$ cat src/rtl/dbns_pkg.sv
// Shared definitions for the DBNS-to-binary converter.
// Holds the term count, the per-term weight table (2^A * 3^BC for digit
// storeABC), default field widths, index sizing and the FSM state type.
package dbns_pkg;

  localparam int NUM_TERMS   = 6;
  localparam int STORE_W_DEF = 4;
  localparam int OUT_W_DEF   = 10;   // 15 * (1+3+9+2+6+18) = 585 < 1024
  localparam int IDX_W       = 3;
  localparam int WEIGHT_W    = 5;    // largest weight is 18

  localparam logic [IDX_W-1:0] LAST_IDX = IDX_W'(NUM_TERMS - 1);

  typedef logic [WEIGHT_W-1:0] weight_t;

  // Term order 000, 001, 010, 100, 101, 110.
  localparam weight_t WEIGHTS [NUM_TERMS] = '{5'd1, 5'd3, 5'd9, 5'd2, 5'd6, 5'd18};

  typedef enum logic [1:0] {
    IDLE,
    ACCUM,
    DONE
  } state_e;

endpackage

$ cat src/rtl/dbns_term_mult.sv
// Combinational digit * weight for one DBNS term.
// Each term product is a sum of shifted copies of the digit, one per set bit
// of that term's constant weight, so only adders are built; idx_i then
// selects which of the six products appears on product_o.
//
// Ports:
//   idx_i      term index 0..5 (other codes give 0)
//   digit_i    digit count for the selected term
//   product_o  digit * weight[idx_i], zero-extended to OUT_W
module dbns_term_mult
  import dbns_pkg::*;
#(
  parameter int STORE_W = STORE_W_DEF,
  parameter int OUT_W   = OUT_W_DEF
) (
  input  logic [IDX_W-1:0]   idx_i,
  input  logic [STORE_W-1:0] digit_i,
  output logic [OUT_W-1:0]   product_o
);

  logic [OUT_W-1:0] digit_ext;
  logic [OUT_W-1:0] term_prod [NUM_TERMS];

  assign digit_ext = OUT_W'(digit_i);

  // Weight bits are constants, so each inner 'if' collapses at elaboration.
  always_comb begin
    for (int k = 0; k < NUM_TERMS; k++) begin
      term_prod[k] = '0;
      for (int b = 0; b < WEIGHT_W; b++) begin
        if (WEIGHTS[k][b]) begin
          term_prod[k] = term_prod[k] + (digit_ext << b);
        end
      end
    end
  end

  always_comb begin
    product_o = '0;
    for (int k = 0; k < NUM_TERMS; k++) begin
      if (idx_i == IDX_W'(k)) begin
        product_o = term_prod[k];
      end
    end
  end

endmodule

$ cat src/rtl/dbns_to_binary.sv
// Converts a six-digit DBNS operand bundle to an unsigned binary value.
// A bundle is captured in IDLE, one weighted term is accumulated per cycle in
// ACCUM (six cycles), and the result is offered in DONE until accepted.
//
// Ports:
//   clock, reset_n        rising-edge clock, synchronous active-low reset
//   in_valid / in_ready   bundle handshake (in_ready only in IDLE)
//   store000..store110    digit counts, weights 1, 3, 9, 2, 6, 18
//   out_valid / out_ready result handshake (out_valid only in DONE)
//   out_value             converted value, 0 whenever out_valid is low
//   busy                  high in ACCUM and DONE
module dbns_to_binary
  import dbns_pkg::*;
#(
  parameter int STORE_W = STORE_W_DEF,
  parameter int OUT_W   = OUT_W_DEF
) (
  input  logic               clock,
  input  logic               reset_n,
  input  logic               in_valid,
  output logic               in_ready,
  input  logic [STORE_W-1:0] store000,
  input  logic [STORE_W-1:0] store001,
  input  logic [STORE_W-1:0] store010,
  input  logic [STORE_W-1:0] store100,
  input  logic [STORE_W-1:0] store101,
  input  logic [STORE_W-1:0] store110,
  output logic               out_valid,
  input  logic               out_ready,
  output logic [OUT_W-1:0]   out_value,
  output logic               busy
);

  state_e             state_q, state_d;
  logic [IDX_W-1:0]   idx_q, idx_d;
  logic [OUT_W-1:0]   acc_q, acc_d;
  logic [STORE_W-1:0] store_q [NUM_TERMS];
  logic [STORE_W-1:0] digit;
  logic [OUT_W-1:0]   term;
  logic               capture;

  assign capture = (state_q == IDLE) && in_valid;

  // NOTE: the captured digits are pure data qualified by the FSM, so they
  // carry no reset; only control state and the accumulator are reset.
  always_ff @(posedge clock) begin
    if (capture) begin
      store_q[0] <= store000;
      store_q[1] <= store001;
      store_q[2] <= store010;
      store_q[3] <= store100;
      store_q[4] <= store101;
      store_q[5] <= store110;
    end
  end

  always_comb begin
    digit = '0;
    for (int k = 0; k < NUM_TERMS; k++) begin
      if (idx_q == IDX_W'(k)) begin
        digit = store_q[k];
      end
    end
  end

  dbns_term_mult #(
    .STORE_W (STORE_W),
    .OUT_W   (OUT_W)
  ) u_term_mult (
    .idx_i     (idx_q),
    .digit_i   (digit),
    .product_o (term)
  );

  // State register. Reset wins over any handshake on the same edge.
  // NOTE: non-blocking assignments so every register samples pre-edge values.
  always_ff @(posedge clock) begin
    if (!reset_n) begin
      state_q <= IDLE;
      idx_q   <= '0;
      acc_q   <= '0;
    end else begin
      state_q <= state_d;
      idx_q   <= idx_d;
      acc_q   <= acc_d;
    end
  end

  // Next-state logic.
  // NOTE: every output gets a hold default first so no path infers a latch.
  always_comb begin
    state_d = state_q;
    idx_d   = idx_q;
    acc_d   = acc_q;
    unique case (state_q)
      IDLE: begin
        if (in_valid) begin
          state_d = ACCUM;
          idx_d   = '0;
          acc_d   = '0;
        end
      end
      ACCUM: begin
        acc_d = acc_q + term;
        idx_d = idx_q + 1'b1;
        if (idx_q == LAST_IDX) begin
          state_d = DONE;
        end
      end
      DONE: begin
        if (out_ready) begin
          state_d = IDLE;
        end
      end
      default: state_d = IDLE;
    endcase
  end

  // Outputs are decoded from the registered state only.
  always_comb begin
    in_ready  = (state_q == IDLE);
    busy      = (state_q != IDLE);
    out_valid = (state_q == DONE);
    out_value = out_valid ? acc_q : '0;
  end

endmodule

$ cat config.mk
export PLATFORM = sky130hd
export DESIGN_NAME = dbns_to_binary
export DESIGN_NICKNAME = d
export VERILOG_FILES = /design/src/rtl/dbns_pkg.sv /design/src/rtl/dbns_term_mult.sv /design/src/rtl/dbns_to_binary.sv
export SDC_FILE = /design/constraint.sdc
export NUM_CORES = 1
export LEC_CHECK = 0
export ABC_CLOCK_PERIOD_IN_PS = 5800
export CAP_MARGIN = 20
export CORE_ASPECT_RATIO = 0.6
export CORE_UTILIZATION = 54
export DETAILED_ROUTE_END_ITERATION = 10
export PLACE_DENSITY = 0.81
export RECOVER_POWER = 50
export SYNTH_ARGS = -nofsm -noshare
export SYNTH_HDL_FRONTEND = slang
export SYNTH_HIERARCHICAL = 1
export SYNTH_SLANG_ARGS = --single-unit
$ cat constraint.sdc
create_clock -name clock -period 5.8 [get_ports clock]
set_clock_uncertainty 0.2 [all_clocks]
set_input_delay 1.16 -clock clock [delete_from_list [all_inputs] [get_ports clock]]
set_output_delay 1.16 -clock clock [all_outputs]
set_load 0.1 [all_outputs]
After elaboration in Yosys (flattened, before gate mapping)
Memories as Yosys holds them, arrays and structs flattened.
Index checks and enable logic that the tools add are counted.
{"block": "word_totals", "ff_bits": 15, "wordCells": 50, "out_inout_bits": 13, "in_bits": 28, "memories": 1, "ramBits": 24}
{"block": "classes", "n_eq_ne": 10, "reduce_logical": 7, "muxes": 23, "addsub": 6}
{"memory": "store_q", "words": 6, "width": 4, "rd": 6, "rd_clocked_by_memory_dff": 0, "wr": 6, "line": "dbns_to_binary.sv:37", "rtl": "logic [STORE_W-1:0] store_q [NUM_TERMS];"}
{"cell": "2-to-1 mux 10 bit", "n": 7}
{"cell": "2-to-1 mux 4 bit", "n": 7}
{"cell": "case mux 10 bit (2 select lines)", "n": 1}
{"cell": "adder 10 bit", "n": 1}
{"cell": "adder 5 x 8 -> 9 bit", "n": 1}
{"cell": "adder 4 x 7 -> 8 bit", "n": 1}
{"cell": "adder 5 x 6 -> 7 bit", "n": 1}
{"cell": "adder 4 x 5 -> 6 bit", "n": 1}
{"cell": "equality test 3 x 2 -> 1 bit, second input constant", "n": 2}
{"cell": "equality test 3 bit, second input constant", "n": 2}
{"cell": "2-to-1 mux 2 bit", "n": 3}
{"cell": "case mux 2 bit (3 select lines)", "n": 1}
{"cell": "case mux 3 bit (2 select lines)", "n": 1}
{"cell": "!= test 2 bit, second input constant", "n": 2}
{"cell": "nonzero test 2 bit", "n": 2}
{"cell": "adder 3 x 1 -> 3 bit, second input constant", "n": 1}
{"cell": "equality test 3 x 1 -> 1 bit, second input constant", "n": 1}
{"cell": "logical NOT 3 bit", "n": 1}
{"cell": "2-to-1 mux 3 bit", "n": 1}
{"cell": "AND reduction 3 bit", "n": 1}
{"cell": "equality test 2 x 1 -> 1 bit, second input constant", "n": 1}
{"cell": "equality test 2 bit, second input constant", "n": 1}
{"cell": "logical NOT 2 bit", "n": 1}
{"cell": "2-to-1 mux 1 bit", "n": 2}
{"cell": "3 further kinds", "n": 3}

Logic depth before layout (Yosys ltp)
Gate-level depths: netlist of the first run.
{"block": "logic_depth", "ltp_word": 15, "depth_mapped": 23, "depth_no_buf": 21}

Modules after synthesis
Netlist of the first run, hierarchy kept.
{"mod": "dbns_to_binary", "area_per_inst_um2": 2050.7, "cells_each": 201, "instances": 1, "seq_area_each_um2": 1021.0}
{"mod": "dbns_term_mult", "area_per_inst_um2": 469.2, "cells_each": 62, "instances": 1, "seq_area_each_um2": 0.0}

Worst setup path before layout of the first run
Ideal clock, no wire load.
{"block": "synth_path", "kind": "reg2reg", "startpoint": "reg idx_q[2]", "endpoint": "reg acc_q[9]", "setup_ns": 0.120, "setup_slack_ns": 1.102, "synth_period_minus_slack_ns": 4.698, "n_path_buf": 1, "arrival_time_ns": 4.379, "t_required_ns": 5.480, "path_stages_with_launch": 19, "cell_sequence": "dfxtp_1 > clkbuf_1 > inv_1 > ha_1 > and2_1 > a221o_1 > ha_1 > fa_1 > a21oi_1 > a21oi_1 > o32ai_1 > a21oi_2 > ha_1 > and4_1 > o2bb2ai_1 > a31o_1 > or3_1 > and3_1 > a211o_1"}
{"block": "synth_between", "elab_chain_cells": 15, "word_cells_on_any_way": 24, "cone_classes": "5 x add/sub; 5 x eq/ne; 13 x mux; 1 x reduce/logical"}
{"element": "start, declared", "line": "dbns_to_binary.sv:35", "rtl": "logic [IDX_W-1:0] idx_q, idx_d;"}
{"element": "start signal, assigned", "line": "dbns_to_binary.sv:84", "rtl": "idx_q <= idx_d;"}
{"element": "logical NOT 3 bit", "line": "dbns_to_binary.sv:60", "rtl": "if (idx_q == IDX_W'(k)) begin"}
{"element": "2-to-1 mux 4 bit (5 in a row)", "line": "dbns_to_binary.sv:60"}
{"element": "2-to-1 mux 4 bit (*)", "line": "dbns_to_binary.sv:60"}
{"element": "net digit[1]", "line": "dbns_to_binary.sv:38", "rtl": "logic [STORE_W-1:0] digit;"}
{"element": "adder 4 x 5 -> 6 bit", "line": "dbns_term_mult.sv:32", "rtl": "term_prod[k] = term_prod[k] + (digit_ext << b);"}
{"element": "2-to-1 mux 10 bit (4 in a row)", "line": "dbns_term_mult.sv:41", "rtl": "if (idx_i == IDX_W'(k)) begin"}
{"element": "2-to-1 mux 10 bit (*)", "line": "dbns_term_mult.sv:41"}
{"element": "net term[5]", "line": "dbns_to_binary.sv:39", "rtl": "logic [OUT_W-1:0] term;"}
{"element": "adder 10 bit (*)", "line": "dbns_to_binary.sv:104", "rtl": "acc_d = acc_q + term;"}
{"element": "case mux 10 bit (2 select lines) (*)", "line": "dbns_to_binary.sv:95", "rtl": "unique case (state_q)"}
{"element": "end signal, assigned", "line": "dbns_to_binary.sv:81", "rtl": "acc_q <= '0;"}
{"element": "end signal, assigned", "line": "dbns_to_binary.sv:85", "rtl": "acc_q <= acc_d;"}
{"element": "end, declared", "line": "dbns_to_binary.sv:36", "rtl": "logic [OUT_W-1:0] acc_q, acc_d;"}
The timed path passes the listed nets; every way through them passes the cells marked *.
A chain may end at the register's enable or synchronous reset.

Worst setup path in the final report of the first run
{"block": "layout_path", "startpoint": "reg idx_q[1]", "endpoint": "reg acc_q[9]"}
The elaborated chain is that of the path after synthesis.

==> results of run 1 <==
## worst max-delay path, cell delays in order (launching register included)
cell       delay [ns]
dfxtp_1          0.61
inv_1            0.12
ha_1             0.41
nand2_1          0.18
a21oi_1          0.08
a21oi_1          0.14
nor3_1           0.07
a221o_1          0.40
ha_1             0.27
fa_1             0.40
a21oi_1          0.24
a21oi_1          0.13
o32ai_1          0.32
a21oi_2          0.07
ha_1             0.36
and4_1           0.23
o2bb2ai_1        0.12
a31o_1           0.18
or3_1            0.32
and3_1           0.17
a211o_1          0.26
## final cells by class
type | instances | area (um2) | area share, %
clock buffers | 5 | 68.8 | 2.26
clock inverters | 3 | 23.8 | 0.782
flip-flops and latches | 39 | 1020 | 33.6
repair buffers | 44 | 427 | 14.0
well taps | 60 | 75.1 | 2.47
inverters | 10 | 37.5 | 1.23
multi-input cells | 201 | 1390 | 45.6
## state kept, by name (all words and copies together), names as in the netlist
signal,count
acc_q,10
store_q,24
state_q,2
idx_q,3
## Yosys cell counts (3+ instances only)
master,number,share of area [%]
xor2_1,4,1.4
xnor2_1,3,1.0
mux2i_1,7,2.8
a22oi_1,3,0.89
o21ai_0,17,3.4
nand2b_1,6,1.5
clkbuf_1,7,1.0
nand3b_1,4,1.2
o22ai_1,3,0.74
a221o_1,3,1.2
a21oi_1,19,3.8
inv_1,10,1.5
nor2_1,11,1.6
nor2b_1,9,2.2
and2_1,16,4.0
ha_1,20,9.9
edfxtp_1,24,29
a21o_1,3,0.89
nand2_1,28,4.2
dfxtp_1,15,12
nand3_1,4,0.79
nor3_1,5,0.99
o21bai_1,3,0.89
## kinds of logic after synthesis
logic type	count (synthesis)	synth area share (%)
AND/OR/NAND/NOR	95	20.2
AO/OA/AOI/OAI	69	18.0
flip-flops	39	40.5
buffers and inverters	23	4.42
adder cells (fa/ha/maj)	22	11.5
XOR/XNOR	7	2.43
multiplexers	7	2.78
other	1	0.149
## worst min path at each step
| stage | startpoint | to | slack [ns] | cells after the start |
|---|---|---|---|---|
| after floorplan | acc_q[5] | acc_q[5] | 0.25 | 2 |
| after global placement | acc_q[7] | acc_q[7] | 0.28 | 2 |
| after detailed placement | acc_q[5] | acc_q[5] | 0.28 | 2 |
| after CTS | acc_q[5] | acc_q[5] | 0.29 | 2 |
| after global routing | acc_q[8] | acc_q[8] | 0.32 | 2 |
| final | acc_q[5] | acc_q[5] | 0.29 | 2 |
## per-layer routing
layer,global-route usage (%),vias up
met5,0,-
met2,39.7,73
met3,5.87,8
met4,7.53,0
li1,-,1025
met1,37.9,979
## stage by stage
stage | utilization, % | power (W) | std cells | cell area, um2
after detailed placement | 68.8 | 0.000503 | 353 | 2940
final | 71.1 | 0.000696 | 362 | 3040
after global placement | 68.8 | 0.000499 | 353 | 2940
after CTS | 71.0 | 0.000698 | 361 | 3040
after global routing | 71.1 | 0.000729 | 362 | 3040
after floorplan | - | 0.000446 | 263 | 2520
## power groups by stage
stage	Clock (W)	Combinational (W)	Sequential [W]
floorplan	0	0.000124	0.000322
global placement	0	0.000174	0.000325
detailed placement	0	0.000178	0.000325
CTS	0.000198	0.000182	0.000319
global route	0.000209	0.000199	0.000321
finish	0.000196	0.000182	0.000319
==> metrics.txt, run 1 <==
Slew HR between 10% and 20%; Post-synth EDFFs 24; FF-to-FF path depth 20; number of global-route vias before repair ~1.9k; Worst Setup SP idx_q[1]; Tightest Hold Check Type reg -> reg; Clock Power Share approximately 28%; Area Overhead vs Synth 20.7%; Internal Power between 0.0004 and 0.0005 W; post-CTS sizing 0; Final WS setup about 0.43 ns; synthesized netlist net count approximately 310; WL/cell 16.5 um; met3 routed WL around 430 um; sequential share of the synthesized area between 40% and 50%; startpoint types flop; CTS max path bufs 2; Crit Path Max Fanout 18; Synth Flop Type edfxtp_1; ys async rst share 0%; Post-CTS Setup Inserts 0; final setup fails 0; fmax between 0.15 and 0.2 GHz; first drt pass iteration count 5; Max H-tree Level 2; Worst Path Required about 5.8 ns; TritonCTS clock tree built; Mapped Area approximately 2500 um2; Avg Cell Area, Syn approximately 9.6 um2; post-synth cell types 54; Num CTS Buffers 5; Highest Signal Layer met4; PD cells 229 nW/um2; Slew @ Worst Pin around 1.2 ns; Logic pwr share around a quarter; Tcrit/Tclk final 92.7%; Clock transition at path regs 0.09 ns; largest net degree at the start of global routing 26; ANT cells 0; RSZ-0062 raised after global routing false; global route total overflow 0; Lkg Pwr between 1 and 1.5 nW; post-place setup slack between 0.5 and 0.6 ns; filler cell count in the final layout 342; Hold Vio Cnt, Final 0; CP Capture Point acc_q[9]; drt drc 0; met2 wire len approximately 2.4 mm; R2R Path End acc_q[9]; wire length on met1 3.08 mm; DR vias 2,085; clock period minus worst slack around 5.4 ns; R2R Setup Slk 0.43 ns; io pins a little over 40; overall die height ~55 um; core area ~4300 um2; Worst EP arrival 5.38 ns; Root Driver clkbuf_8; initial antenna violation count 0; hold buffer count at CTS 0; clk sink count 39; Worst VDD drop between 0.1 and 0.15 mV; die area between 4000 and 5000 um2; Worst Setup End Kind flop; initial detailed-routing violation count 191; Syn Inst Count roughly 260; worst-skew pair later-pin latency 0.31 ns; Final Wtd Congestion 0.906; commonest cells after routing, fill and taps aside 28 x nand2_1, 26 x dlygate4sd3_1, 24 x edfxtp_1; HPWL Detailed 4.39 mm; row count 18; DRT antenna net count 0; max_cap viols 0; total track usage 26.2%; initial core utilization between 50% and 60%; Yosys Warn Count 6; IO Port Bufs 40; routed wire length 5.97 mm; worst r2r src idx_q[1]; Via density 5.76; sw power around 0.00022 W; layout cells sized above 1 roughly 5.6%; switching share of power 32.2%; Slew Limit Fails 0; Fin Setup TNS 0 ns; Sequential Power Share 45.8%; critical setup path kind reg -> reg; Final #Nets between 300 and 400; first-pass GRT wire length 9.63 mm; outcome finished clean; die width between 90 and 100 um; flops & latches, synth 39; Hold Worst Slack roughly 0.29 ns; most common cell after layout, fill and taps aside nand2_1
(Power assumes the default switching activity.)
==> run 2: changes to the inputs <==
--- a/config.mk
+++ b/config.mk
@@ -7,10 +7,12 @@
 export LEC_CHECK = 0
 export ABC_CLOCK_PERIOD_IN_PS = 5800
 export CAP_MARGIN = 20
+export CELL_PAD_IN_SITES_DETAIL_PLACEMENT = 0
+export CELL_PAD_IN_SITES_GLOBAL_PLACEMENT = 1
 export CORE_ASPECT_RATIO = 0.6
-export CORE_UTILIZATION = 54
+export CORE_UTILIZATION = 41
 export DETAILED_ROUTE_END_ITERATION = 10
-export PLACE_DENSITY = 0.81
+export PLACE_DENSITY_LB_ADDON = 0.1
 export RECOVER_POWER = 50
 export SYNTH_ARGS = -nofsm -noshare
 export SYNTH_HDL_FRONTEND = slang
==> run 2 against run 1 <==
Sequential power barely moved; register-to-register slack barely moved; total power fell by 1.1%; largest cell class unchanged; largest power group unchanged.
==> metrics.txt, run 2 (synthesized netlist as in run 1, its figures left out) <==
outcome finished clean; ANT cells 0 (unchanged); global route total overflow 0 (unchanged); grt met2 use 24.8% (-15 points); Reg area 1020 um2 (unchanged); Worst VDD drop 0.112 mV (-3.1%); io pins 41 (unchanged); core area 5750 um2 (+34%); Crit Path Max Fanout 18 (unchanged); first-pass GRT wire length 9.88 mm (+2.6%); most common cell after layout, fill and taps aside nand2_1; first drt pass iteration count 4 (-1); busiest grt layer met1; worst-skew pair later-pin latency 0.30 ns (about the same); clk sink count 39 (unchanged); Top Registers store_q (24), acc_q (10), idx_q (3); overall die height 62.7 um (+14%); drt drc 0 (unchanged); TritonCTS clock tree built; IO Port Bufs 40 (unchanged); Worst EP arrival 5.38 ns (about the same); Largest Register store_q; post-CTS sizing 0 (unchanged); met1 usage 33.2% (-4.7 points); Post-CTS Setup Inserts 0 (unchanged); die width 103 um (+14%); Fin Setup TNS 0 ns (unchanged); final setup fails 0 (unchanged); total track usage 20.3% (-5.9 points); Util after Layout 53.3% (-18 points); Slew @ Worst Pin 1.24 ns (+0.0261 ns); Tightest Hold Check Type reg -> reg; area of the multi-input gates 1390 um2 (unchanged); hold buffer count at CTS 0 (unchanged); initial core utilization 43.8% (-15 points); number of global-route vias before repair 1,886 (unchanged); layout cells sized above 1 5.63% (unchanged); die area 6470 um2 (+31%); filler cell count in the final layout 527 (+54%); GRT met3 Usage 6.82% (+0.95 points); Final #Nets 351 (unchanged); number of flip-flops under the largest register name 24 (unchanged); row count 21 (+3); initial detailed-routing violation count 135 (-29%); startpoint types flop; Area Overhead vs Synth 21.6%; max_cap viols 0 (unchanged); Num CTS Buffers 5 (unchanged); Lkg Pwr 1.17 nW (unchanged); PD cells 225 nW/um2 (-1.9%); CTS max path bufs 2 (unchanged); HPWL Detailed 4.37 mm (-0.37%); Worst Setup End Kind flop; DR vias 2,062 (-1.1%); fmax 0.186 GHz (-0.18%); Max H-tree Level 2 (unchanged); clock period minus worst slack 5.38 ns (+0.00962 ns); initial antenna violation count 0 (unchanged); DRT antenna net count 0 (unchanged); Worst Path Required 5.80 ns (about the same); Hold Vio Cnt, Final 0 (unchanged); Finished Layout Cells 382 (+5.5%); Tcrit/Tclk final 92.8% (+0.17 points); placed cells 373 (+5.7%); Slew HR 17.1% (-1.7 points); Via density 5.40 (-6.3%); routed wire length 5.90 mm (-1.2%); Clock transition at path regs 0.09 ns (about the same); Root Driver clkbuf_8; WL/cell 15.4 um (-6.4%); Final Wtd Congestion 0.848 (-6.4%); commonest cells after routing, fill and taps aside 28 x nand2_1, 26 x dlygate4sd3_1, 24 x edfxtp_1; critical setup path kind reg -> reg; Slew Limit Fails 0 (unchanged); RSZ-0062 raised after global routing false; largest net degree at the start of global routing 26 (unchanged)
run 2: cell counts in the layout (fill, tap and decap cells not counted):
Identical to the previous run, type by type.
run 2: final timing paths:
check                start        to  slack (ns)  depth (start not counted)
setup / recovery  idx_q[1]  acc_q[9]        0.42                         18
hold / removal    acc_q[7]  acc_q[7]        0.32                          2
setup reg to reg  idx_q[1]  acc_q[9]        0.42                         18
hold reg to reg   acc_q[7]  acc_q[7]        0.32                          2
run 2: area by class of cell:
type	count	area share (%)
clock buffer	5	2.24
clock inverter	3	0.776
inverter	10	1.22
multi-input combinational	201	45.3
sequential	39	33.3
tap	80	3.27
timing repair buffer	44	13.9
run 2: metal layers:
metal	up-vias	part of all wire, %
met1	958	57
met4	0	0.56
met2	70	35
met5	-	0
met3	4	7.7
li1	1030	-
run 2: worst max-delay path, cell delays in order (launching register included):
cell and delay [ns]:
dfxtp_1 0.46, inv_1 0.14, ha_1 0.52, o21ai_0 0.16, and2_1 0.21, a221o_1 0.47
ha_1 0.26, fa_1 0.41, a21oi_1 0.25, a21oi_1 0.13, o32ai_1 0.33, a21oi_2 0.06
ha_1 0.36, and4_1 0.25, o2bb2ai_1 0.13, a31o_1 0.19, or3_1 0.32, and3_1 0.17
a211o_1 0.26
run 2: through the flow:
stage / total power [W] / instance area [um2] / hold slack [ns] / setup slack [ns]
after floorplan: 0.000446 / 2520 / 0.245 / 1.10
after global placement: 0.000501 / 2970 / 0.303 / 0.664
after detailed placement: 0.000498 / 2970 / 0.300 / 0.531
after CTS: 0.000695 / 3060 / 0.314 / 0.499
after global routing: 0.000727 / 3070 / 0.364 / 0.169
final: 0.000689 / 3070 / 0.317 / 0.416
run 2: power by group:
group	leakage [nW]	internal (W)	switching (W)
clock	0.0408	0.0000861	0.000110
sequential	0.351	0.000310	0.00000844
combinational	0.774	0.0000754	0.0000989
total	1.17	0.000472	0.000217
==> RTL edit 1, RTL diff (flow settings as in run 1) <==
Set the package constant `OUT_W_DEF` to 9 (it was 10).
--- a/src/rtl/dbns_pkg.sv
+++ b/src/rtl/dbns_pkg.sv
@@ -5,7 +5,7 @@
 
   localparam int NUM_TERMS   = 6;
   localparam int STORE_W_DEF = 4;
-  localparam int OUT_W_DEF   = 10;   // 15 * (1+3+9+2+6+18) = 585 < 1024
+  localparam int OUT_W_DEF   = 9;   // 15 * (1+3+9+2+6+18) = 585 < 1024
   localparam int IDX_W       = 3;
   localparam int WEIGHT_W    = 5;    // largest weight is 18
 
Ports: changed (resized out_value); port bits go from 41 to 40. The function was not compared with the original's and may differ.
==> RTL edit 1 against run 1 <==
- sequential cell count is 1 lower
- synthesized area fell by 4.7%
- wire length is 7.0% lower
- power up 9.3%
- die area fell by 4.6%
- worst setup slack better by 0.012 ns
- fmax increased by 0.22%
- non-clock buffer count fell by 2
- global-route usage shrank 0.38 points
- final area fell by 2.3%
- highest routed layer unchanged
==> RTL edit 1: results (changes against run 1) <==
cts_setup_buffers: 0  # unchanged
synth-xor-area-share: 0.02189  # -0.002443
place_area_um2: 2831  # -3.8%
synthAdderAreaFrac: 0.1157  # +0.0004916
max_stage_delay_ns: 0.64  # +0.03 ns
avgViaCountPerCell: 5.821  # +1.1%
syn_area_per_cell_um2: 9.963  # +4.0%
tightest_slew_ns: 1.455  # +0.2381 ns
gp_congestion: 0.8864  # -2.1%
seq_area_frac_synth: 0.4169  # +0.01172
critical_path.max_fanout: 15  # -3
wl_met3_um: 450  # +4.4%
place_inst: 333  # -5.7%
p_int_w: 0.0005504  # +17%
diodes: 0  # unchanged
synth_compound_area_frac: 0.1886  # +0.008898
status: "finished, final reports clean"
wl_met1_mm: 2.895  # -5.9%
wl_per_cell_um: 16.28  # -1.3%
wl_met2_mm: 2.149  # -11%
fillerInstances: 327  # -4.4%
grt_pass1_wl_mm: 8.742  # -9.2%
synthMuxAreaShare: 0.03335  # +0.005545
grt_max_degree: 26  # unchanged
arrival_ns: 5.39  # about the same
reg_top3: "store_q: 24 flops, acc_q: 9 flops, idx_q: 3 flops"
synthTopCellsByCount: "24 x edfxtp_1, 20 x nand2_1, 19 x ha_1, 15 x a21oi_1"
grtUsageTotal: 0.2580  # -0.003846
drive_gt1_frac: 0.05338  # -0.002911
first_global_vias: 1791  # -5.0%
portBuffers: 39  # -2.5%
synth_cell_types: 46  # -15%
num_vias: 1985  # -4.8%
peakVddDrop_mv: 0.1224  # +6.3%
dp.final_hpwl_mm: 3.906  # -11%
leakagePower_nw: 1.109  # -4.8%
synth_fp_nets: 290  # -7.3%
htreeDepth: 2  # unchanged
drt_iter0_drc: 162  # -15%
synth-edff-count: 24  # unchanged
synth_area_leaders: "edfxtp_1 30%, dfxtp_1 12%, ha_1 9.9%, a22oi_1 4.4%, mux2i_1 3.3%"
[RTL edit 1: cell count changes in the layout (fill, tap and decap cells not counted), sizes merged, moves of 4 or more]
| cell | run 1 | this run |
|---|---|---|
| a21oi | 20 | 16 |
| o22ai | 3 | 8 |
| nand2 | 28 | 20 |
| and2 | 16 | 12 |
| a22oi | 3 | 14 |
| o21ai | 17 | 13 |
[RTL edit 1: area by class of cell]
class / instances / area, um^2 / share of cell area
Multi-Input combinational cell: 184 / 1309 / 0.4408
Sequential cell: 38 / 1001 / 0.3371
Timing Repair Buffer: 42 / 412.9 / 0.1391
Tap cell: 60 / 75.07 / 0.02528
Clock buffer: 5 / 68.82 / 0.02318
Clock inverter: 3 / 68.82 / 0.02318
Inverter: 9 / 33.78 / 0.01138
[RTL edit 1: final timing paths]
kind,start,endpoint,slack [ns],depth (start not counted)
setup reg to reg,idx_q[1],acc_q[8],0.44,19
hold reg to reg,acc_q[8],acc_q[8],0.31,2
setup / recovery,idx_q[1],acc_q[8],0.44,19
hold / removal,acc_q[8],acc_q[8],0.31,2
[RTL edit 1: worst max-delay path, delay by kind of cell, from the launching register on]
kind	cells	cell delay [ns]
multiplexers	1	0.19
buffers and inverters	1	0.16
XOR/XNOR	1	0.10
AND/OR/NAND/NOR	5	1.12
flip-flops	1	0.64
adder cells (fa/ha/maj)	4	1.29
AO/OA/AOI/OAI	7	1.57
[RTL edit 1: cells by family after synthesis]
logic type,after synthesis
AOI/OAI and AO/OA,69
xor gates and xnor gates,6
adders and majority gates,21
buffers and inverters,19
DFF,38
muxes,8
and+or+nand+nor,80
[RTL edit 1: through the flow]
step / hold WS, ns / utilization / power (W) / worst slack, ns
2_1_floorplan: 0.2623 / - / 0.0004392 / 1.596
3_3_place_gp: 0.2841 / 0.6759 / 0.0004870 / 0.7363
3_5_place_dp: 0.2997 / 0.6759 / 0.0004898 / 0.6554
4_1_cts: 0.3108 / 0.7088 / 0.0007618 / 0.5338
5_1_grt: 0.3263 / 0.7088 / 0.0007918 / 0.03801
6_report: 0.3076 / 0.7088 / 0.0007609 / 0.4374
[RTL edit 1: power groups by stage]
| stage | sequential, W | combinational [W] | clock, W |
|---|---|---|---|
| after floorplan | 0.000314 | 0.000125 | 0 |
| after global placement | 0.000318 | 0.000169 | 0 |
| after detailed placement | 0.000318 | 0.000171 | 0 |
| after CTS | 0.000313 | 0.000174 | 0.000275 |
| after global routing | 0.000314 | 0.000191 | 0.000286 |
| final | 0.000313 | 0.000174 | 0.000274 |
[RTL edit 1: layer usage]
metal / vias to the layer above / global-route usage
li1: 976 / -
met1: 895 / 0.4023
met2: 103 / 0.3475
met3: 11 / 0.05982
met4: 0 / 0.08065
met5: - / 0
==> RTL edit 2, RTL diff (settings of run 1) <==
Made on the original files. Reset style: asynchronous (`reset_n`), changed in one clocked block. Comments in the files are not updated.
--- a/src/rtl/dbns_to_binary.sv
+++ b/src/rtl/dbns_to_binary.sv
@@ -74,7 +74,7 @@
 
   // State register. Reset wins over any handshake on the same edge.
   // NOTE: non-blocking assignments so every register samples pre-edge values.
-  always_ff @(posedge clock) begin
+  always_ff @(posedge clock or negedge reset_n) begin
     if (!reset_n) begin
       state_q <= IDLE;
       idx_q   <= '0;
Function: differs if reset_n is asserted again (counterexample within 4 cycles, from zero or initial values and one cycle with reset_n low); with reset_n held inactive, the same outputs for 4 cycles.
==> RTL edit 2 against run 1 <==
- worst setup slack improved by 0.11 ns
- wire length decreased by 3.6%
- final area decreased by 2.0%
- via count decreased by 7.1%
- sequential cell count unchanged
- synthesized area decreased by 1.7%
- largest cell class unchanged
Power is not compared: it rests on default switching activity, and its combinational part moved more than twofold at a synthesized area within 25%.
==> RTL edit 2: results (changes against run 1) <==
multi_input_area_share: 0.4284  # -0.02799
synth_cell_types: 45  # -17%
routed_wl_mm: 5.755  # -3.6%
synth.most_common_cell: "nand2_1"
tightest_slew_ns: 0.9874  # -0.2296 ns
crit_start: "idx_q[0]"
fmax_mhz: 189.9  # +2.1%
diodes: 0  # unchanged
seq_area_frac_synth: 0.4426  # +0.03748
multi_input_area_um2: 1276  # -8.0%
post-route-util: 0.6999  # -0.01064
ff_latch_area_um2: 1096  # +7.4%
place_inst: 334  # -5.4%
gp_congestion: 0.9049  # about the same
r2r_slack_ns: 0.53  # +0.11 ns
path_clk_slew_ns: 0.09  # about the same
slowest_stage: "dfrtp_1"
grt_pass1_wl_mm: 9.163  # -4.9%
critical_path.max_fanout: 22  # +4
dp.final_hpwl_mm: 4.284  # -2.3%
buffers: 40  # -9.1%
multi_input_cells: 183  # -9.0%
place_ws_ns: 0.5848  # +0.07638 ns
place_area_um2: 2893  # -1.7%
grtUsageTotal: 0.2673  # +0.005498
status: "finished, final reports clean"
num_vias: 1937  # -7.1%
synthTopCellsByCount: "32 x nand2_1, 24 x edfxtp_1, 20 x ha_1, 16 x o21ai_0"
clk_latency_ns: 0.29  # -0.02 ns
layout-area-overhead-vs-synth_pct: 20.31
fillerInstances: 314  # -8.2%
synth_area_leaders: "edfxtp_1 29%, dfrtp_1 15%, ha_1 10%, nand2_1 4.9%, mux2i_1 3.2%"
grt_max_degree: 25  # -3.8%
synth_cells: 243  # -7.6%
first_global_vias: 1762  # -6.6%
crit_path_end: "acc_q[7]"
max_stage_delay_ns: 0.82  # +0.21 ns
clkCellAreaFrac: 0.02898  # -0.001473
drive_gt1_frac: 0.04610  # -0.01019
buffer_area_frac: 0.1344  # -0.005932
async_flop_share: 0.3846  # +0.3846
synth_fp_nets: 293  # -6.4%
reg_top3: "store_q: 24 flops, acc_q: 10 flops, idx_q: 3 flops"
num-nonclk-inverters: 12  # +2
-- RTL edit 2: cell count changes after synthesis, moves of 5 or more --
cell | run 1 | this run
a21oi_1 | 19 | 9
a22oi_1 | 3 | 9
and2_1 | 16 | 9
dfrtp_1 | 0 | 15
dfxtp_1 | 15 | 0
nor2b_1 | 9 | 3
o22ai_1 | 3 | 8
-- RTL edit 2: report_power, final --
| part | switching (W) | total (W) | internal (W) |
|---|---|---|---|
| clock network | 0.0000994 | 0.000183 | 0.0000841 |
| logic | 0.000729 | 0.00122 | 0.000488 |
| registers | 0.0000901 | 0.000474 | 0.000384 |
-- RTL edit 2: worst min path at each step --
| stage | slack (ns) | cells past startpoint | end |
|---|---|---|---|
| global placement | 0.26 | 1 | acc_q[9] |
| floorplan | 0.24 | 1 | acc_q[9] |
| detailed placement | 0.29 | 1 | acc_q[9] |
| finish | 0.30 | 1 | acc_q[9] |
| CTS | 0.30 | 1 | acc_q[9] |
| global route | 0.33 | 1 | acc_q[9] |
-- RTL edit 2: layer usage --
metal | up-vias | global-route usage | share of wire
met5 | - | 0 | 0
met4 | 0 | 0.04762 | 0.0038
met3 | 2 | 0.04977 | 0.064
met2 | 79 | 0.3791 | 0.40
met1 | 906 | 0.4234 | 0.53
li1 | 950 | - | -
-- RTL edit 2: cell families (layout without fill, tap and decap cells) --
| kind of cell | Yosys count | after routing | synth area share |
|---|---|---|---|
| compound gates | 69 | 69 | 0.1854 |
| xor+xnor | 8 | 8 | 0.02830 |
| fa+ha+maj | 22 | 22 | 0.1172 |
| buf+inv | 21 | 60 | 0.04194 |
| flops | 39 | 39 | 0.4426 |
| mux | 8 | 8 | 0.03234 |
| other cells | 1 | 1 | 0.001514 |
| simple gates | 75 | 75 | 0.1506 |
